$ cat config.mk
export PLATFORM = sky130hd
export DESIGN_NAME = q_learning_engine
export DESIGN_NICKNAME = d
export VERILOG_FILES = /design/src/rtl/q_learning_engine.sv
export SDC_FILE = /design/constraint.sdc
export NUM_CORES = 2
export LEC_CHECK = 0
export ABC_AREA = 0
export BUFFER_PORTS_ARGS = -buffer_cell sky130_fd_sc_hd__buf_2
export CAP_MARGIN = 10
export CORE_MARGIN = 5
export CORE_UTILIZATION = 57
export CTS_CLUSTER_SIZE = 30
export DETAILED_ROUTE_END_ITERATION = 8
export HOLD_SLACK_MARGIN = 0.12
export PLACE_DENSITY = 0.7
export SYNTH_ARGS = -nofsm -noshare
export SYNTH_HDL_FRONTEND = slang
export SYNTH_SLANG_ARGS = --single-unit
$ cat constraint.sdc
create_clock -name clk -period 29.7 [get_ports clk]
set_input_delay 5.94 -clock clk [delete_from_list [all_inputs] [get_ports clk]]
set_output_delay 5.94 -clock clk [all_outputs]
set_load 0.05 [all_outputs]
$ cat src/rtl/q_learning_engine.sv
// Q-learning / SARSA update engine with an internal Q-table that is cleared after reset.
// A transition is scanned over ACTIONS cycles, then one calc cycle and one write cycle follow.
module q_learning_engine #(
  parameter int unsigned DATA_WIDTH    = 16,
  parameter int unsigned FRAC_BITS     = 8,
  parameter int unsigned STATES        = 16,
  parameter int unsigned ACTIONS       = 4,
  parameter int unsigned STATES_WIDTH  = $clog2(STATES),
  parameter int unsigned ACTIONS_WIDTH = $clog2(ACTIONS)
) (
  input  logic                     clk,
  input  logic                     rst_n,
  input  logic                     i_valid,
  output logic                     o_ready,
  input  logic                     i_mode,
  input  logic [STATES_WIDTH-1:0]  i_st,
  input  logic [ACTIONS_WIDTH-1:0] i_at,
  input  logic [STATES_WIDTH-1:0]  i_next_st,
  input  logic [ACTIONS_WIDTH-1:0] i_next_at,
  input  logic [DATA_WIDTH-1:0]    i_rt,
  input  logic [DATA_WIDTH-1:0]    i_alpha,
  input  logic [DATA_WIDTH-1:0]    i_gamma,
  output logic                     o_valid,
  output logic [DATA_WIDTH-1:0]    o_q_new,
  output logic [ACTIONS_WIDTH-1:0] o_at_max,
  input  logic [STATES_WIDTH-1:0]  i_rd_st,
  input  logic [ACTIONS_WIDTH-1:0] i_rd_at,
  output logic [DATA_WIDTH-1:0]    o_rd_data
);

  localparam int unsigned DW      = DATA_WIDTH;
  localparam int unsigned ENTRIES = STATES * ACTIONS;
  localparam int unsigned AW      = $clog2(ENTRIES);
  localparam int unsigned TDW     = DW + 2;
  localparam int unsigned GPW     = 2 * DW + 1;
  localparam int unsigned APW     = DW + 1 + TDW;

  typedef enum logic [2:0] {
    S_CLEAR,
    S_IDLE,
    S_SCAN,
    S_CALC,
    S_WRITE
  } state_t;

  function automatic logic [AW-1:0] idx(input logic [STATES_WIDTH-1:0]  s,
                                         input logic [ACTIONS_WIDTH-1:0] a);
    return AW'(s) * AW'(ACTIONS) + AW'(a);
  endfunction

  logic signed [DW-1:0] mem_q [ENTRIES];

  state_t                     state_q, state_d;
  logic [AW-1:0]              clr_q, clr_d;
  logic [ACTIONS_WIDTH-1:0]   scan_k_q, scan_k_d;
  logic [STATES_WIDTH-1:0]    st_q, st_d, nst_q, nst_d;
  logic [ACTIONS_WIDTH-1:0]   at_q, at_d, nat_q, nat_d;
  logic                       mode_q, mode_d;
  logic signed [DW-1:0]       rt_q, rt_d;
  logic [DW-1:0]              alpha_q, alpha_d, gamma_q, gamma_d;
  logic signed [DW-1:0]       max_q, max_d, q_cur_q, q_cur_d, qn_q, qn_d;
  logic [ACTIONS_WIDTH-1:0]   max_idx_q, max_idx_d;
  logic signed [TDW-1:0]      td_q, td_d;
  logic                       ready_q, ready_d, valid_q, valid_d;
  logic signed [DW-1:0]       q_new_q, q_new_d, rd_data_q, rd_data_d;
  logic [ACTIONS_WIDTH-1:0]   at_max_q, at_max_d;

  logic                       wr_en;
  logic [AW-1:0]              wr_addr;
  logic signed [DW-1:0]       wr_data;

  logic signed [DW-1:0]       scan_val;
  logic signed [DW-1:0]       target;
  logic signed [GPW-1:0]      gprod, gsh;
  logic signed [TDW-1:0]      td_calc;
  logic signed [APW-1:0]      aprod, sum;
  logic signed [DW-1:0]       q_sat;

  assign scan_val = mem_q[idx(nst_q, scan_k_q)];

  // Fixed-point datapath: discounted target, TD error, scaled step and saturation.
  always_comb begin
    target  = mode_q ? qn_q : max_q;
    gprod   = GPW'($signed({1'b0, gamma_q})) * GPW'(target);
    gsh     = gprod >>> FRAC_BITS;
    td_calc = TDW'(GPW'(rt_q) + gsh - GPW'(q_cur_q));
    aprod   = APW'($signed({1'b0, alpha_q})) * APW'(td_q);
    sum     = APW'(q_cur_q) + (aprod >>> FRAC_BITS);
    if ((&sum[APW-1:DW-1]) || !(|sum[APW-1:DW-1])) begin
      q_sat = sum[DW-1:0];
    end else if (sum[APW-1]) begin
      q_sat = {1'b1, {(DW-1){1'b0}}};
    end else begin
      q_sat = {1'b0, {(DW-1){1'b1}}};
    end
  end

  always_comb begin
    state_d   = state_q;
    clr_d     = clr_q;
    scan_k_d  = scan_k_q;
    st_d      = st_q;
    at_d      = at_q;
    nst_d     = nst_q;
    nat_d     = nat_q;
    mode_d    = mode_q;
    rt_d      = rt_q;
    alpha_d   = alpha_q;
    gamma_d   = gamma_q;
    max_d     = max_q;
    max_idx_d = max_idx_q;
    q_cur_d   = q_cur_q;
    qn_d      = qn_q;
    td_d      = td_q;
    q_new_d   = q_new_q;
    at_max_d  = at_max_q;
    valid_d   = 1'b0;
    wr_en     = 1'b0;
    wr_addr   = clr_q;
    wr_data   = '0;

    case (state_q)
      S_CLEAR: begin
        wr_en = 1'b1;
        clr_d = clr_q + AW'(1);
        if (clr_q == AW'(ENTRIES - 1)) begin
          clr_d   = '0;
          state_d = S_IDLE;
        end
      end
      S_IDLE: begin
        if (i_valid && ready_q) begin
          st_d     = i_st;
          at_d     = i_at;
          nst_d    = i_next_st;
          nat_d    = i_next_at;
          mode_d   = i_mode;
          rt_d     = i_rt;
          alpha_d  = i_alpha;
          gamma_d  = i_gamma;
          scan_k_d = '0;
          state_d  = S_SCAN;
        end
      end
      S_SCAN: begin
        // Strict > keeps the lowest index on ties.
        if (scan_k_q == '0) begin
          max_d     = scan_val;
          max_idx_d = '0;
          q_cur_d   = mem_q[idx(st_q, at_q)];
          qn_d      = mem_q[idx(nst_q, nat_q)];
        end else if (scan_val > max_q) begin
          max_d     = scan_val;
          max_idx_d = scan_k_q;
        end
        scan_k_d = scan_k_q + ACTIONS_WIDTH'(1);
        if (scan_k_q == ACTIONS_WIDTH'(ACTIONS - 1)) begin
          state_d = S_CALC;
        end
      end
      S_CALC: begin
        td_d    = td_calc;
        state_d = S_WRITE;
      end
      S_WRITE: begin
        wr_en    = 1'b1;
        wr_addr  = idx(st_q, at_q);
        wr_data  = q_sat;
        q_new_d  = q_sat;
        at_max_d = max_idx_q;
        valid_d  = 1'b1;
        state_d  = S_IDLE;
      end
      default: state_d = S_CLEAR;
    endcase

    ready_d   = (state_d == S_IDLE);
    rd_data_d = mem_q[idx(i_rd_st, i_rd_at)];
  end

  always_ff @(posedge clk) begin
    if (rst_n) begin
      state_q   <= S_CLEAR;
      clr_q     <= '0;
      scan_k_q  <= '0;
      st_q      <= '0;
      at_q      <= '0;
      nst_q     <= '0;
      nat_q     <= '0;
      mode_q    <= 1'b0;
      rt_q      <= '0;
      alpha_q   <= '0;
      gamma_q   <= '0;
      max_q     <= '0;
      max_idx_q <= '0;
      q_cur_q   <= '0;
      qn_q      <= '0;
      td_q      <= '0;
      ready_q   <= 1'b0;
      valid_q   <= 1'b0;
      q_new_q   <= '0;
      at_max_q  <= '0;
      rd_data_q <= '0;
    end else begin
      state_q   <= state_d;
      clr_q     <= clr_d;
      scan_k_q  <= scan_k_d;
      st_q      <= st_d;
      at_q      <= at_d;
      nst_q     <= nst_d;
      nat_q     <= nat_d;
      mode_q    <= mode_d;
      rt_q      <= rt_d;
      alpha_q   <= alpha_d;
      gamma_q   <= gamma_d;
      max_q     <= max_d;
      max_idx_q <= max_idx_d;
      q_cur_q   <= q_cur_d;
      qn_q      <= qn_d;
      td_q      <= td_d;
      ready_q   <= ready_d;
      valid_q   <= valid_d;
      q_new_q   <= q_new_d;
      at_max_q  <= at_max_d;
      rd_data_q <= rd_data_d;
    end
  end

  // A write pending on a reset edge is dropped.
  always_ff @(posedge clk) begin
    if (wr_en && !rst_n) begin
      mem_q[wr_addr] <= wr_data;
    end
  end

  assign o_ready   = ready_q;
  assign o_valid   = valid_q;
  assign o_q_new   = q_new_q;
  assign o_at_max  = at_max_q;
  assign o_rd_data = rd_data_q;

endmodule

# [After elaboration in Yosys (flattened, before gate mapping)]
# Memories as Yosys holds them, arrays and structs flattened. A register that Yosys moved wholly into a read port is not among the register bits.
# Cells that the tools add are included.
[word_totals] mem_bits_rw=1024 memories=1 reg_bits=128 elab_cells=75
[classes] multipliers=2 n_mux=20 n_lt_le_gt_ge=1 n_reduce_logical=16 eq_ne=8 add_sub_neg=9
[mem_list] memory="mem_q" depth=64 word_bits=16 read_ports=4 rd_ports_with_merged_regs=3 write_ports=1 line_no="51" text="logic signed [DW-1:0] mem_q [ENTRIES];"
[op_table] operator="16-bit 2-to-1 mux" count=6
[op_table] operator="17-bit by 18-bit multiplier with 35-bit output" count=1
[op_table] operator="16-bit by 27-bit adder with 28-bit output" count=1
[op_table] operator="17-bit by 16-bit multiplier with 26-bit output" count=1
[op_table] operator="6-bit by 2-bit adder with 6-bit output" count=4
[op_table] operator="20-bit AND reduction" count=1
[op_table] operator="20-bit OR reduction" count=1
[op_table] operator="16-bit by 18-bit adder with 18-bit output" count=1
[op_table] operator="18-bit by 16-bit subtractor with 18-bit output" count=1
[op_table] operator="16-bit greater-than comparator" count=1
[op_table] operator="3-bit one-hot mux with 5 select lines" count=1
[op_table] operator="6-bit 2-to-1 mux" count=2
[op_table] operator="3-bit 2-to-1 mux" count=3
[op_table] operator="2-bit AND reduction" count=4
[op_table] operator="6-bit by 1-bit adder with 6-bit output, second input constant" count=1
[op_table] operator="3-bit by 1-bit equality test with 1-bit output, second input constant" count=2
[op_table] operator="3-bit by 2-bit equality test with 1-bit output, second input constant" count=2
[op_table] operator="6-bit equality test, second input constant" count=1
[op_table] operator="2-bit 2-to-1 mux" count=3
[op_table] operator="1-bit 2-to-1 mux" count=4
[op_table] operator="2-bit one-hot mux with 2 select lines" count=1
[op_table] operator="2-bit nonzero test" count=2
[op_table] operator="3-bit equality test, second input constant" count=1
[op_table] operator="3-bit zero test" count=1
[op_table] operator="8 further kinds" count=10

# [Longest topological paths before layout]
[depth] ltp_word=7 mapped_depth=38 mapped_depth_nobuf=36

# [Least setup slack after synthesis]
# Ideal clock, no wire load.
[synth_timing] path_kind="reg-to-reg" from="reg alpha_q[2]" to="mem mem_q[0][5] (netlist name) (data pin)" stages_incl_launch_ff=37 arrival_time_ns=11.042 setup_slack_ns=17.937 required_time_ns=28.979 period_less_slack_ns=11.763 setup_time_ns=0.721 cell_sequence="dfxtp_1 > clkbuf_1 > clkbuf_1 > nand2_1 > fa_1 > fa_1 > fa_1 > fa_1 > inv_1 > fa_1 > inv_1 > fa_1 > inv_1 > ha_1 > or2_2 > a311oi_1 > o21a_1 > nor2b_1 > o21a_1 > o21a_1 > o21a_1 > o21a_1 > nor2_1 > xnor2_1 > ha_1 > nand3_1 > nor2_2 > o211ai_1 > a211o_1 > a31o_1 > a211o_1 > a311oi_2 > nand4_1 > nor3_4 > a21oi_2 > buf_6 > o31ai_1"
[synth_via] elab_chain_len=7 word_cells_on_any_way=9
[synth_rtl] item="start, declared" line_no="60" text="logic [DW-1:0] alpha_q, alpha_d, gamma_q, gamma_d;"
[synth_rtl] item="start signal, assigned" line_no="214" text="alpha_q <= alpha_d;"
[synth_rtl] item="17-bit by 18-bit multiplier with 35-bit output (*)" line_no="87" text="aprod = APW'($signed({1'b0, alpha_q})) * APW'(td_q);"
[synth_rtl] item="16-bit by 27-bit adder with 28-bit output (*)" line_no="88" text="sum = APW'(q_cur_q) + (aprod >>> FRAC_BITS);"
[synth_rtl] item="20-bit OR reduction" line_no="89" text="if ((&sum[APW-1:DW-1]) || !(|sum[APW-1:DW-1])) begin"
[synth_rtl] item="1-bit zero test" line_no="89"
[synth_rtl] item="1-bit logical OR" line_no="89"
[synth_rtl] item="16-bit 2-to-1 mux (*)" line_no="89"
[synth_rtl] item="16-bit 2-to-1 mux (*)" line_no="122" text="case (state_q)"
[synth_rtl] item="via wr_data[5]" line_no="70" text="logic signed [DW-1:0] wr_data;"
[synth_rtl] item="end, declared" line_no="51"
# The timed path passes the listed nets; every way through them passes the cells marked *.

# [Final worst setup path]
[layout_timing] from="reg td_q[10]" to="mem mem_q[54][3] (netlist name) (data pin)"
[layout_via] elab_chain_len=7 word_cells_on_any_way=9
[layout_rtl] item="start, declared" line_no="63" text="logic signed [TDW-1:0] td_q, td_d;"
[layout_rtl] item="start signal, assigned" line_no="220" text="td_q <= td_d;"
[layout_rtl] item="17-bit by 18-bit multiplier with 35-bit output (*)" line_no="87"
[layout_rtl] item="16-bit by 27-bit adder with 28-bit output (*)" line_no="88"
[layout_rtl] item="20-bit OR reduction" line_no="89"
[layout_rtl] item="1-bit zero test" line_no="89"
[layout_rtl] item="1-bit logical OR" line_no="89"
[layout_rtl] item="16-bit 2-to-1 mux (*)" line_no="89"
[layout_rtl] item="16-bit 2-to-1 mux (*)" line_no="122"
[layout_rtl] item="via wr_data[3]" line_no="70"
# Marked as above.

==> flow_metrics.tcl <==
set metrics [dict create \
    pwr-share-clk 0.473 \
    dp_hpwl_um 187000 \
    nNetsFinal 6776 \
    synth_nets 6836 \
    die-width_um 408 \
    critPathLaunchType "flip-flop" \
    crit_arrival_ns 11.10 \
    fin_crit_sh 0.357 \
    pre_cts_slack_ns 18.86 \
    post_cts_buffers 0 \
    detail-route-antenna-nets 0 \
    max_slew_margin 0.0988 \
    antenna_found_initial 21 \
    peakVddDrop_mv 0.0631 \
    grt_max_degree 124 \
    synthArstFlopShare 0 \
    cts_root_buf "clkbuf_16" \
    grt.total_usage 0.346 \
    via_per_inst 7.22 \
    power.share.combinational 0.038 \
    grt_overflow 0 \
    netlist_instances 6040 \
    layout_commonest_cell "mux4_2" \
    end_kind "flip-flop" \
    power.switching_mw 0.799 \
    fp-row-count 146 \
    drtIter0Drc 8215 \
    setup_ws_ns 19.09 \
    p_leak_nw 33.0 \
    initial_utilization 0.572 \
    routed_wl_um 283000 \
    num_vias 59000 \
    netlist_area_mm2 0.0903 \
    clk_pin_slew_ns 0.06 \
    cts_buffers 135 \
    ys_seq_area_frac 0.380 \
    gp_congestion 0.935 \
    hold_depth 2 \
    fmax_ghz 0.0942 \
    clock_latency_ns 0.81 \
    cp_slowest_cell "dfxtp_1" \
    post_drt_wl_per_cell_um 34.7 \
    seq_power_share 0.489 \
    postCtsHoldBufs 0 \
    slew_violations 0 \
    power_mw 3.71 \
    synth-seq-cells 1200 \
    h-tree-depth 4 \
    crit_required_ns 30.19 \
    skew_ns 0.0347 \
    final_layout_size_suffix_gt1_frac 0.319 \
    syn_area_per_cell_um2 15.0 \
    ios 106 \
    ys_warn_count 0 \
    p_per_area_mw_per_mm2 37.8 \
    dieArea_mm2 0.166 \
    grt_pass1_vias 60100 \
    clock_sinks 1200 \
    ys_types 84 \
    fin_area_mm2 0.0982 \
    min_path_type "reg2reg" \
    path_common_cell "fa_1" \
    drc 0 \
    fill_cells 11300 \
    setup_violations 0 \
    finalHoldViolations 0 \
    cts_tree "yes" \
    cts_resized 0 \
    core_area_mm2 0.158 \
    area_delta_synth_final_pct 8.77 \
    fin_crit_ns 10.61 \
    setup-tns-final_ns 0 \
    dpl_cell_area_mm2 0.0936 \
    synth_ff_type "edfxtp_1" \
    cap_viol_max_count 0 \
    tightest_slew_ns 1.35 \
    worstPathMaxFanout 64 \
    path_class "reg2reg" \
    clk_path_buf_depth 3 \
    outcome "finished, final reports clean" \
    portBuffers 105 \
    grt_pass1_wl_um 415000 \
    critPathMaxStageDelay_ns 0.78 \
    ff2ff_path_depth 35 \
    synth_edf_count 1024 \
    die_y_um 408 \
    drtPass1Iterations 6 \
    internal_power_mw 2.91 \
    swShare 0.215 \
    final_cell_mix "mux4_2, edfxtp_1, inv_1, nand2_1, fa_1" \
    rsz0062_at_grt "false" \
]
-- stage by stage --
| step | util | std cells | hold slack [ns] |
|---|---|---|---|
| global route | 0.622 | 8161 | 0.471 |
| floorplan | - | 6040 | 0.432 |
| detailed placement | 0.593 | 7915 | 0.448 |
| global placement | 0.593 | 7915 | 0.442 |
| CTS | 0.622 | 8160 | 0.456 |
| finish | 0.622 | 8169 | 0.454 |
-- cells in the mapped netlist, types with 23 or more instances --
library cell | count | area share
edfxtp_1 | 1024 | 0.34
inv_1 | 660 | 0.027
mux4_2 | 1344 | 0.34
xnor2_1 | 69 | 0.0067
dfxtp_1 | 176 | 0.039
nand2_1 | 639 | 0.027
clkbuf_1 | 308 | 0.013
nor2b_1 | 78 | 0.0054
o21ai_0 | 42 | 0.0023
a21o_1 | 23 | 0.0019
a21oi_1 | 173 | 0.0096
nor2_1 | 154 | 0.0064
mux2i_1 | 25 | 0.0028
buf_1 | 128 | 0.0053
o21a_1 | 31 | 0.0026
fa_1 | 490 | 0.11
nor3_1 | 30 | 0.0017
and2_1 | 164 | 0.011
ha_1 | 236 | 0.033
-- layout make-up --
| type | instances | area (µm²) | share of cell area |
|---|---|---|---|
| diodes | 9 | 22.5 | 0.000229 |
| clock buffers | 169 | 3670 | 0.0374 |
| clock inverters | 76 | 908 | 0.00925 |
| inverters | 660 | 2480 | 0.0252 |
| multi-input cells | 3734 | 52500 | 0.535 |
| flip-flops and latches | 1200 | 34300 | 0.349 |
| well taps | 2072 | 2590 | 0.0264 |
| repair buffers | 249 | 1690 | 0.0172 |
-- final timing paths --
| kind | start | endpoint | slack, ns |
|---|---|---|---|
| worst max register to register | td_q[10] | mem_q[54][3] | 19.09 |
| worst min-delay path | qn_q[5] | qn_q[5] | 0.45 |
| worst max-delay path | td_q[10] | mem_q[54][3] | 19.09 |
| worst min register to register | qn_q[5] | qn_q[5] | 0.45 |
-- per-layer routing --
metal	vias to the layer above	GRT usage	wire length, µm
li1	23100	-	-
met1	30200	0.421	89900
met2	4487	0.542	132000
met3	1135	0.106	36900
met4	16	0.220	24100
met5	-	0.00460	205
-- power groups by stage --
stage	sequential, mW	clock (mW)	combinational, mW
after global routing	1.82	1.84	0.144
after CTS	1.82	1.77	0.138
after floorplan	1.85	0	0.0828
final	1.82	1.75	0.141
after detailed placement	1.85	0	0.138
after global placement	1.85	0	0.137
-- cells by family (layout without fill, tap and decap cells) --
family / count (synthesis) / in the layout / synth area share
other: 0 / 9 / 0
xor gates and xnor gates: 87 / 87 / 0.00844
buffers and inverters: 1106 / 1154 / 0.0463
DFF: 1200 / 1200 / 0.380
adders and majority gates: 726 / 726 / 0.141
AOI/OAI and AO/OA: 385 / 385 / 0.0274
muxes: 1370 / 1370 / 0.338
and+or+nand+nor: 1166 / 1166 / 0.0589
-- worst max-delay path, delay by kind of cell, from the launching register on --
family	cells	cell delay, ns
compound gates	12	2.86
xor+xnor	1	0.08
fa+ha+maj	8	3.66
buf+inv	5	1.01
flops	1	0.78
simple gates	9	1.78
-- sequential cells by signal (all words and copies together), names as in the netlist --
register	flops
clr_q	6
nst_q	4
o_ready	1
nat_q	2
mem_q	1024
max_q	16
at_q	2
td_q	18
o_rd_data	16
st_q	4
o_valid	1
o_at_max	2
scan_k_q	2
rt_q	16
gamma_q	16
mode_q	1
alpha_q	16
state_q	3
q_cur_q	16
max_idx_q	2
o_q_new	16
qn_q	16
No activity file was read; power rests on OpenSTA's default activity.
